$ cat src/rtl/uart_multi_byte_tx_if.sv
// Packet handshake and serial line of uart_multi_byte_tx.
// master: user logic issuing packets; slave: the transmitter itself.
interface uart_multi_byte_tx_if #(
  parameter int unsigned BYTE_NUM = 4
);
  logic                  tx_start;
  logic [BYTE_NUM*8-1:0] tx_data;
  logic                  tx_busy;
  logic                  tx_done;
  logic                  uart_txd;

  modport master (
    output tx_start,
    output tx_data,
    input  tx_busy,
    input  tx_done,
    input  uart_txd
  );

  modport slave (
    input  tx_start,
    input  tx_data,
    output tx_busy,
    output tx_done,
    output uart_txd
  );
endinterface

$ cat src/rtl/uart_multi_byte_tx.sv
// Multi-byte UART transmitter: a BYTE_NUM-byte packet goes out as back-to-back frames, byte 0 first.
// Define UART_TX_PARITY_EN for 8E1 frames; the default build sends 8N1.
module uart_multi_byte_tx #(
  parameter int unsigned BPS      = 9_600,
  parameter int unsigned CLK_FRE  = 50_000_000,
  parameter int unsigned BYTE_NUM = 4
) (
  input logic                 sys_clk,
  input logic                 sys_rst_n,
  uart_multi_byte_tx_if.slave tx_if
);

  localparam int unsigned BpsCnt  = CLK_FRE / BPS;
  localparam int unsigned DataW   = BYTE_NUM * 8;
  localparam int unsigned ByteW   = (BYTE_NUM > 1) ? $clog2(BYTE_NUM) : 1;
  localparam logic [31:0] BitLast = 32'(BpsCnt - 1);

  typedef enum logic [2:0] {
    StIdle,
    StStart,
    StData,
`ifdef UART_TX_PARITY_EN
    StParity,
`endif
    StStop
  } state_e;

  state_e             state_q, state_d;
  logic [31:0]        clk_cnt_q, clk_cnt_d;
  logic [2:0]         bit_cnt_q, bit_cnt_d;
  logic [ByteW-1:0]   byte_cnt_q, byte_cnt_d;
  logic [DataW-1:0]   shift_q, shift_d;
  logic               txd_q, txd_d;
  logic               busy_q;
  logic               done_q;
  logic               bit_end;
  logic [7:0]         cur_byte;

  assign bit_end  = (clk_cnt_q == BitLast);
  // The byte on the wire is always the low byte; the packet shifts down between frames.
  assign cur_byte = shift_q[7:0];

  always_comb begin
    state_d    = state_q;
    bit_cnt_d  = bit_cnt_q;
    byte_cnt_d = byte_cnt_q;
    shift_d    = shift_q;
    clk_cnt_d  = (state_q == StIdle || bit_end) ? '0 : clk_cnt_q + 32'd1;

    unique case (state_q)
      StIdle: begin
        if (tx_if.tx_start) begin
          shift_d    = tx_if.tx_data;
          byte_cnt_d = '0;
          bit_cnt_d  = '0;
          state_d    = StStart;
        end
      end
      StStart: begin
        if (bit_end) begin
          bit_cnt_d = '0;
          state_d   = StData;
        end
      end
      StData: begin
        if (bit_end) begin
          bit_cnt_d = bit_cnt_q + 3'd1;
          if (bit_cnt_q == 3'd7) begin
`ifdef UART_TX_PARITY_EN
            state_d = StParity;
`else
            state_d = StStop;
`endif
          end
        end
      end
`ifdef UART_TX_PARITY_EN
      StParity: begin
        if (bit_end) state_d = StStop;
      end
`endif
      StStop: begin
        if (bit_end) begin
          if (32'(byte_cnt_q) < BYTE_NUM - 1) begin
            byte_cnt_d = byte_cnt_q + ByteW'(1);
            shift_d    = shift_q >> 8;
            state_d    = StStart;
          end else begin
            state_d = StIdle;
          end
        end
      end
      default: state_d = StIdle;
    endcase
  end

  // Line level follows the state one cycle later, keeping uart_txd a clean flop output.
  always_comb begin
    txd_d = 1'b1;
    unique case (state_q)
      StStart:  txd_d = 1'b0;
      StData:   txd_d = cur_byte[bit_cnt_q];
`ifdef UART_TX_PARITY_EN
      StParity: txd_d = ^cur_byte;
`endif
      default:  txd_d = 1'b1;
    endcase
  end

  always_ff @(posedge sys_clk or negedge sys_rst_n) begin
    if (!sys_rst_n) begin
      state_q    <= StIdle;
      clk_cnt_q  <= '0;
      bit_cnt_q  <= '0;
      byte_cnt_q <= '0;
      shift_q    <= '0;
      txd_q      <= 1'b1;
      busy_q     <= 1'b0;
      done_q     <= 1'b0;
    end else begin
      state_q    <= state_d;
      clk_cnt_q  <= clk_cnt_d;
      bit_cnt_q  <= bit_cnt_d;
      byte_cnt_q <= byte_cnt_d;
      shift_q    <= shift_d;
      txd_q      <= txd_d;
      busy_q     <= (state_q != StIdle);
      // Busy falling marks the end of the last stop bit on the line.
      done_q     <= busy_q && (state_q == StIdle);
    end
  end

  assign tx_if.uart_txd = txd_q;
  assign tx_if.tx_busy  = busy_q;
  assign tx_if.tx_done  = done_q;

  done_not_busy_a : assert property (@(posedge sys_clk) disable iff (!sys_rst_n)
    done_q |-> !busy_q);
  done_single_a : assert property (@(posedge sys_clk) disable iff (!sys_rst_n)
    done_q |=> !done_q);

endmodule

$ cat src/flat_wrapper.sv
// flat-port wrapper written by rule: the top's interface ports become plain ports
module uart_multi_byte_tx_flat 
#(
  parameter int unsigned BPS      = 9_600,
  parameter int unsigned CLK_FRE  = 50_000_000,
  parameter int unsigned BYTE_NUM = 4
)
  (sys_clk, sys_rst_n, tx_if_tx_start, tx_if_tx_data, tx_if_tx_busy, tx_if_tx_done, tx_if_uart_txd);
  uart_multi_byte_tx_if #(.BYTE_NUM(BYTE_NUM)) tx_if_i ();
  input logic sys_clk;
  input logic sys_rst_n;
  input wire logic [$bits(tx_if_i.tx_start)-1:0] tx_if_tx_start;
  input wire logic [$bits(tx_if_i.tx_data)-1:0] tx_if_tx_data;
  output wire logic [$bits(tx_if_i.tx_busy)-1:0] tx_if_tx_busy;
  output wire logic [$bits(tx_if_i.tx_done)-1:0] tx_if_tx_done;
  output wire logic [$bits(tx_if_i.uart_txd)-1:0] tx_if_uart_txd;
  assign tx_if_i.tx_start = tx_if_tx_start;
  assign tx_if_i.tx_data = tx_if_tx_data;
  assign tx_if_tx_busy = tx_if_i.tx_busy;
  assign tx_if_tx_done = tx_if_i.tx_done;
  assign tx_if_uart_txd = tx_if_i.uart_txd;
  uart_multi_byte_tx #(.BPS(BPS), .CLK_FRE(CLK_FRE), .BYTE_NUM(BYTE_NUM)) u_core (.sys_clk(sys_clk), .sys_rst_n(sys_rst_n), .tx_if(tx_if_i));
endmodule
$ cat config.mk
export PLATFORM = sky130hd
export DESIGN_NAME = uart_multi_byte_tx_flat
export DESIGN_NICKNAME = d
export VERILOG_FILES = /design/src/rtl/uart_multi_byte_tx_if.sv /design/src/rtl/uart_multi_byte_tx.sv /design/src/flat_wrapper.sv
export SDC_FILE = /design/constraint.sdc
export NUM_CORES = 1
export LEC_CHECK = 0
export ABC_AREA = 1
export CORE_UTILIZATION = 30
export CTS_BUF_LIST = sky130_fd_sc_hd__clkbuf_8 sky130_fd_sc_hd__clkbuf_16
export DETAILED_ROUTE_END_ITERATION = 16
export PLACE_DENSITY = 0.52
export SYNTH_ARGS = -nofsm -noshare
export SYNTH_HDL_FRONTEND = slang
export SYNTH_SLANG_ARGS = --single-unit
export TNS_END_PERCENT = 1
$ cat constraint.sdc
create_clock -name sys_clk -period 1.7 [get_ports sys_clk]
set_input_delay 0.17 -clock sys_clk [delete_from_list [all_inputs] [get_ports sys_clk]]
set_output_delay 0.17 -clock sys_clk [all_outputs]
set_load 0.02 [all_outputs]
==> results of run 1 <==
==> per-stage QoR <==
step / power (mW) / utilization (%) / setup slack (ns) / cell area (um^2)
finish: 8.50 / 42.2 / 0.0194 / 5440
global route: 9.12 / 42.2 / -0.0635 / 5440
CTS: 7.84 / 40.2 / 0.00757 / 5170
detailed placement: 5.71 / 37.5 / -0.0572 / 4830
global placement: 5.63 / 37.5 / -0.0315 / 4830
floorplan: 4.97 / - / 0.00301 / 4040
==> state kept, by name, indices dropped and copies added, names as in the netlist <==
register,flops
u_core.byte_cnt_q,2
u_core.tx_if.tx_busy,1
u_core.shift_q,32
u_core.clk_cnt_q,32
u_core.bit_cnt_q,3
u_core.state_q,2
u_core.tx_if.tx_done,1
u_core.tx_if.uart_txd,1
==> metal layers <==
| layer | track usage, % | wire length, um | vias to the layer above |
|---|---|---|---|
| met3 | 3.20 | 442 | 12 |
| li1 | - | - | 1725 |
| met4 | 7.85 | 132 | 0 |
| met5 | 0 | 0 | - |
| met1 | 19.5 | 4660 | 1569 |
| met2 | 21.1 | 4390 | 75 |
==> kinds of logic after synthesis <==
group,count (synthesis)
compound gates,62
fa+ha+maj,8
flops,74
xor+xnor,12
mux,24
buf+inv,56
simple gates,248
==> power groups by stage <==
stage / registers, mW / logic, mW / clock network [mW]
final: 2.61 / 3.83 / 2.06
after global routing: 2.68 / 4.23 / 2.21
after CTS: 2.59 / 3.12 / 2.13
after detailed placement: 2.62 / 3.09 / 0
after global placement: 2.60 / 3.02 / 0
after floorplan: 2.58 / 2.39 / 0
==> final timing paths <==
path,start,endpoint,depth (start not counted)
max reg2reg,u_core.state_q[0],u_core.shift_q[13],9
min in group sys_clk,tx_if_tx_data[29],u_core.shift_q[29],3
min reg2reg,u_core.tx_if.tx_busy,u_core.tx_if.tx_done,2
max,u_core.state_q[0],u_core.shift_q[13],9
min,sys_rst_n,u_core.clk_cnt_q[26],3
max in group asynchronous,sys_rst_n,u_core.tx_if.uart_txd,3
==> critical path, delay by kind of cell, from the launching register on <==
kind	cells	cell delay, ns
AOI/OAI and AO/OA	2	0.25
adders and majority gates	1	0.26
buffers and inverters	3	0.38
DFF	1	0.44
and+or+nand+nor	3	0.24
==> area by class of cell <==
class	count	area [um^2]	share of cell area, %
multi-input cells	354	2020	37.1
clock inverters	7	93.8	1.73
clock buffers	9	225	4.14
inverters	44	168	3.08
well taps	172	215	3.96
flip-flops and latches	74	1850	34.1
repair buffers	85	866	15.9
==> cells in the final DEF, fill, tap and decap left out, types with 3 or more instances in the layout <==
cell,count
ha_1,6
nand2_1,118
nand2_4,3
nand3_1,18
mux2i_1,24
buf_12,4
clkdlybuf4s50_1,36
nand2_2,10
clkbuf_16,13
buf_4,37
nor2_1,63
dfrtp_1,73
a21oi_1,12
nand4_1,4
inv_1,41
inv_2,3
o21ai_2,26
xor2_1,12
nor2_2,10
nor3_1,9
nor2_4,3
o21a_1,3
o21ai_0,14
==> repair_timing <==
| action | 4_1_cts | 5_1_grt |
|---|---|---|
| gates resized for setup | 5 | 33 |
| pin swaps | 0 | 8 |
| gates cloned | 0 | 6 |
| buffers inserted | 0 | 5 |
| hold buffers | 1 | 0 |
| endpoints found under the setup margin | 39 | 57 |
| hold endpoints to repair | 73 | 0 |
==> results.txt, run 1 <==
async set-reset flop share out of synthesis -> 100%
die area -> 13900 um^2
Power Internal -> 5.41 mW
crit path max fanout -> 8
#FFs+latches synth -> 74
Post-Synth Simple-Gate Area -> 25.6%
status -> finished clean
TritonRoute pass-1 iters -> 4
critical path's largest stage delay -> 0.44 ns
Synth area leader -> dfrtp_1
Worst Path Arrival -> 1.91 ns
most frequent cell after synthesis -> nand2_1
CTS clock-pin slew for the worst setup and hold paths -> 0.06 ns
Num CTS Buffers -> 9
core area -> 12900 um^2
maximum clock insertion buffer count -> 2
io pins -> 38
Synth Area in XOR/XNOR -> 2.61%
Syn Nets -> 527
Syn Inst Count -> 484
Peak VDD IR -> 0.000563 V
Switching Power -> 3.09 mW
main combinational cell family by area after synthesis -> simple AND/OR/NAND/NOR gates
Mapped Area -> 4030 um^2
grt ovf -> 0
# H-tree levels -> 3
final setup fails -> 0
CTS root buf -> clkbuf_16
CTS tree -> yes
Routed Antenna Nets -> 0
YS warnings -> 0
fraction of layout instances using a drive strength above 1 -> 22.9%
WHS -> 0.354 ns
setup TNS -> 0 ns
Clk pwr share -> 24.3%
switching part of the total -> 36.3%
top cell type's share of synthesized area -> 45.3%
via count -> 3381
Starting Density -> 31.3%
Tmin final -> 1.68 ns
synth top area cells -> dfrtp_1 45%, nand2_1 12%, nor2_1 7.0%, mux2i_1 6.0%, o21ai_2 5.7%
Post-synth EDFFs -> 0
relative slew slack -> 72.1%
initial antenna violation count -> 0
period utilisation layout -> 98.9%
Mapped Avg Cell Area -> 8.32 um^2
class of the worst hold path -> input port to asynchronous set/reset pin
crit start category -> flip-flop
Slowest-stage cell, CP -> dfrtp_1
Slew Viols, Final -> 0
slew at the pin with the worst max-slew slack -> 0.418 ns
worst reg-to-reg setup slack -> 0.02 ns
Clock Skews -> 0.00981 ns
Hold Violations, Final -> 0
diodes inserted -> 0
Max Cap Viol -> 0
non-filler cells in the finished layout -> 745
Crit. End Element -> flip-flop
Post-Synth Adder-Cell Area -> 2.48%
PwrDens -> 1560 nW/um^2
LEAKAGE -> 2.39 nW
global-route wire length before repair -> 15700 um
Cell variety after synth -> 30
chip width -> 118 um
1st-iter DRT viols -> 213
port buffer count -> 37
Synth top cells by count -> 124 x nand2_1, 75 x nor2_1, 73 x dfrtp_1
total placed cells including tap cells -> 717
Overall Global Routing Usage -> 14.4%
Final GP Congestion -> 0.873
clk sinks -> 74
area grow syn2layout -> 35.0%
RSZ-0062 raised after global routing -> true
layout filler cell count -> 1305
Vias/cell -> 4.54
num rows -> 41
required time of the critical path -> 1.93 ns
critical path class -> flip-flop to flip-flop
Residual DRC -> 0
wire length per cell -> 12.9 um
mux cell area share after synthesis -> 5.96%
chip height -> 118 um
Final HPWL DP -> 6560 um
Peak Freq -> 595 MHz
largest net degree at the start of global routing -> 75
Primary FF master, synth -> dfrtp_1
vias in the first global route -> 3294
worst skew pair latency -> 0.34 ns
sequential element share of the synthesized area -> 46.0%
Logic pwr share -> 45.0%
Layout Nets -> 611
post-synthesis compound-gate area fraction -> 10.7%
sequential share of power -> 30.7%
CP Cell Sequence -> inv_1 -> ha_1 -> inv_2 -> nor2_4 -> a21oi_4 -> nand2_8 -> clkbuf_16 -> nand2_1 -> o21ai_2
Total Routed Length -> 9630 um
Power figures use the tool's default switching activity.
==> inputs of run 2 (changes only) <==
--- a/config.mk
+++ b/config.mk
@@ -6,6 +6,7 @@
 export NUM_CORES = 1
 export LEC_CHECK = 0
 export ABC_AREA = 1
+export CORE_MARGIN = 2
 export CORE_UTILIZATION = 30
 export CTS_BUF_LIST = sky130_fd_sc_hd__clkbuf_8 sky130_fd_sc_hd__clkbuf_16
 export DETAILED_ROUTE_END_ITERATION = 16
==> results.txt, run 2 (synthesis gave the netlist of run 1 again) <==
status -> finished clean
slew at the pin with the worst max-slew slack -> 0.322 ns (-0.0958 ns)
Tmin final -> 1.61 ns (-0.0704 ns)
Hold Violations, Final -> 0 (unchanged)
commonest non-fill, non-tap cell in the layout -> nand2_1
setup TNS -> 0 ns (unchanged)
period utilisation layout -> 94.7% (-4.1 points)
final setup fails -> 0 (unchanged)
Clock Skews -> 0.00568 ns (-0.00412 ns)
critical path's largest stage delay -> 0.41 ns (-0.03 ns)
1st-iter DRT viols -> 175 (-18%)
fraction of layout instances using a drive strength above 1 -> 24.3% (+1.4 points)
Peak Freq -> 621 MHz (+4.4%)
CTS tree -> yes
FF-to-FF End -> u_core.shift_q[16]
RSZ-0062 raised after global routing -> true
wire length per cell -> 12.7 um (-1.6%)
Layout Nets -> 619 (+1.3%)
critical path class -> flip-flop to flip-flop
design area -> 5400 um^2 (-0.64%)
Slew Viols, Final -> 0 (unchanged)
initial antenna violation count -> 0 (unchanged)
Total Routed Length -> 9630 um (about the same)
maximum clock insertion buffer count -> 2 (unchanged)
core area -> 13200 um^2 (+2.4%)
CP Cell Sequence -> ha_4 -> inv_2 -> or2_4 -> a21oi_4 -> nand2_4 -> buf_12 -> nand2_1 -> o21ai_2
Crit. End Element -> flip-flop
placed cell area -> 4980 um^2 (+3.2%)
worst skew pair latency -> 0.33 ns (about the same)
chip height -> 120 um (+1.7%)
vias in the first global route -> 3437 (+4.3%)
chip width -> 120 um (+1.7%)
crit path max fanout -> 17 (+9)
worst reg-to-reg setup slack -> 0.09 ns (+0.07 ns)
end-of-flow core utilization -> 41.0% (-1.3 points)
class of the worst hold path -> input port to asynchronous set/reset pin
crit start category -> flip-flop
worst reg2reg path depth -> 8 (-1)
launch point of the worst reg-to-reg path -> u_core.state_q[0]
Worst Path Arrival -> 1.83 ns (-0.08 ns)
global-route wire length before repair -> 16300 um (+3.5%)
Largest regs -> u_core.clk_cnt_q x32, u_core.shift_q x32, u_core.bit_cnt_q x3
io pins -> 38 (unchanged)
area grow syn2layout -> 34.1%
PwrDens -> 1450 nW/um^2 (-7.0%)
Peak VDD IR -> 0.000867 V (+54%)
die area -> 14400 um^2 (+3.4%)
TritonRoute pass-1 iters -> 4 (unchanged)
clk sinks -> 74 (unchanged)
largest net degree at the start of global routing -> 41 (-45%)
grt ovf -> 0 (unchanged)
num rows -> 42 (+2.4%)
required time of the critical path -> 1.92 ns (about the same)
Max Cap Viol -> 0 (unchanged)
Final Worst Setup Slack -> 0.0897 ns (+0.0704 ns)
relative slew slack -> 78.3% (+6.2 points)
WHS -> 0.241 ns (-0.113 ns)
Overall Global Routing Usage -> 14.3% (-0.13 points)
Slowest-stage cell, CP -> dfrtp_2
port buffer count -> 37 (unchanged)
Final HPWL DP -> 7280 um (+11%)
Place WS -> -0.00556 ns (+0.0516 ns)
Num CTS Buffers -> 9 (unchanged)
diodes inserted -> 0 (unchanged)
via count -> 3402 (+0.62%)
LEAKAGE -> 2.36 nW (-1.2%)
CTS clock-pin slew for the worst setup and hold paths -> 0.06 ns (about the same)
Residual DRC -> 0 (unchanged)
CTS root buf -> clkbuf_16
Final GP Congestion -> 0.876 (+0.30%)
Vias/cell -> 4.49 (-0.97%)
Routed Antenna Nets -> 0 (unchanged)
most frequent cells in the layout -> 117 x nand2_1, 71 x dfrtp_1, 66 x nor2_1, 50 x buf_4, 42 x inv_1
Starting Density -> 30.5% (-0.74 points)
# H-tree levels -> 3 (unchanged)
run 2: worst max-delay path: cells and delay by family (launching register included):
family / cells / cell delay (ns)
compound gates: 2 / 0.23
simple gates: 3 / 0.46
buf+inv: 2 / 0.23
flops: 1 / 0.41
fa+ha+maj: 1 / 0.17
run 2: final cells by class:
type	count	area (um^2)
Sequential cell	74	1860
Multi-Input combinational cell	354	2010
Inverter	44	165
Tap cell	176	220
Clock buffer	9	225
Clock inverter	7	70.1
Timing Repair Buffer	93	857
Fill cell	1362	7790
run 2: per-stage QoR:
step                      total power, mW  cells
after floorplan                      4.97    484
after CTS                            7.82    757
after detailed placement             5.88    739
after global placement               5.78    739
after global routing                 8.46    757
final                                7.85    757
run 2: repair_timing:
item / 4_1_cts / 5_1_grt
hold buffers: 1 / 0
endpoints found under the setup margin: 1 / 57
pin swaps: 1 / 4
endpoints found under the hold margin: 14 / 0
cloned: 0 / 0
resized for setup: 2 / 34
buffers inserted: 1 / 0
run 2: worst max path at each step:
stage	from	end	slack [ns]	cells past startpoint
after global placement	u_core.clk_cnt_q[0]	u_core.clk_cnt_q[24]	-0.02	10
after floorplan	u_core.state_q[0]	u_core.shift_q[18]	0.003	9
after detailed placement	u_core.clk_cnt_q[1]	u_core.clk_cnt_q[24]	-0.006	10
after CTS	u_core.clk_cnt_q[0]	u_core.clk_cnt_q[24]	0.01	10
final	u_core.state_q[0]	u_core.shift_q[16]	0.09	8
after global routing	u_core.clk_cnt_q[1]	u_core.clk_cnt_q[16]	-0.04	10
run 2: per-layer routing:
| layer | part of all wire, % | routed length (um) | GRT usage, % |
|---|---|---|---|
| met1 | 45 | 4350 | 17.7 |
| met2 | 49 | 4730 | 24.3 |
| met3 | 3.5 | 334 | 3.37 |
| met4 | 2.2 | 212 | 4.78 |
| met5 | 0 | 0 | 0 |
run 2: power by group:
group	internal (mW)	switching (mW)
clock	1.13	0.766
combinational	1.49	1.85
sequential	2.29	0.314
total	4.91	2.93
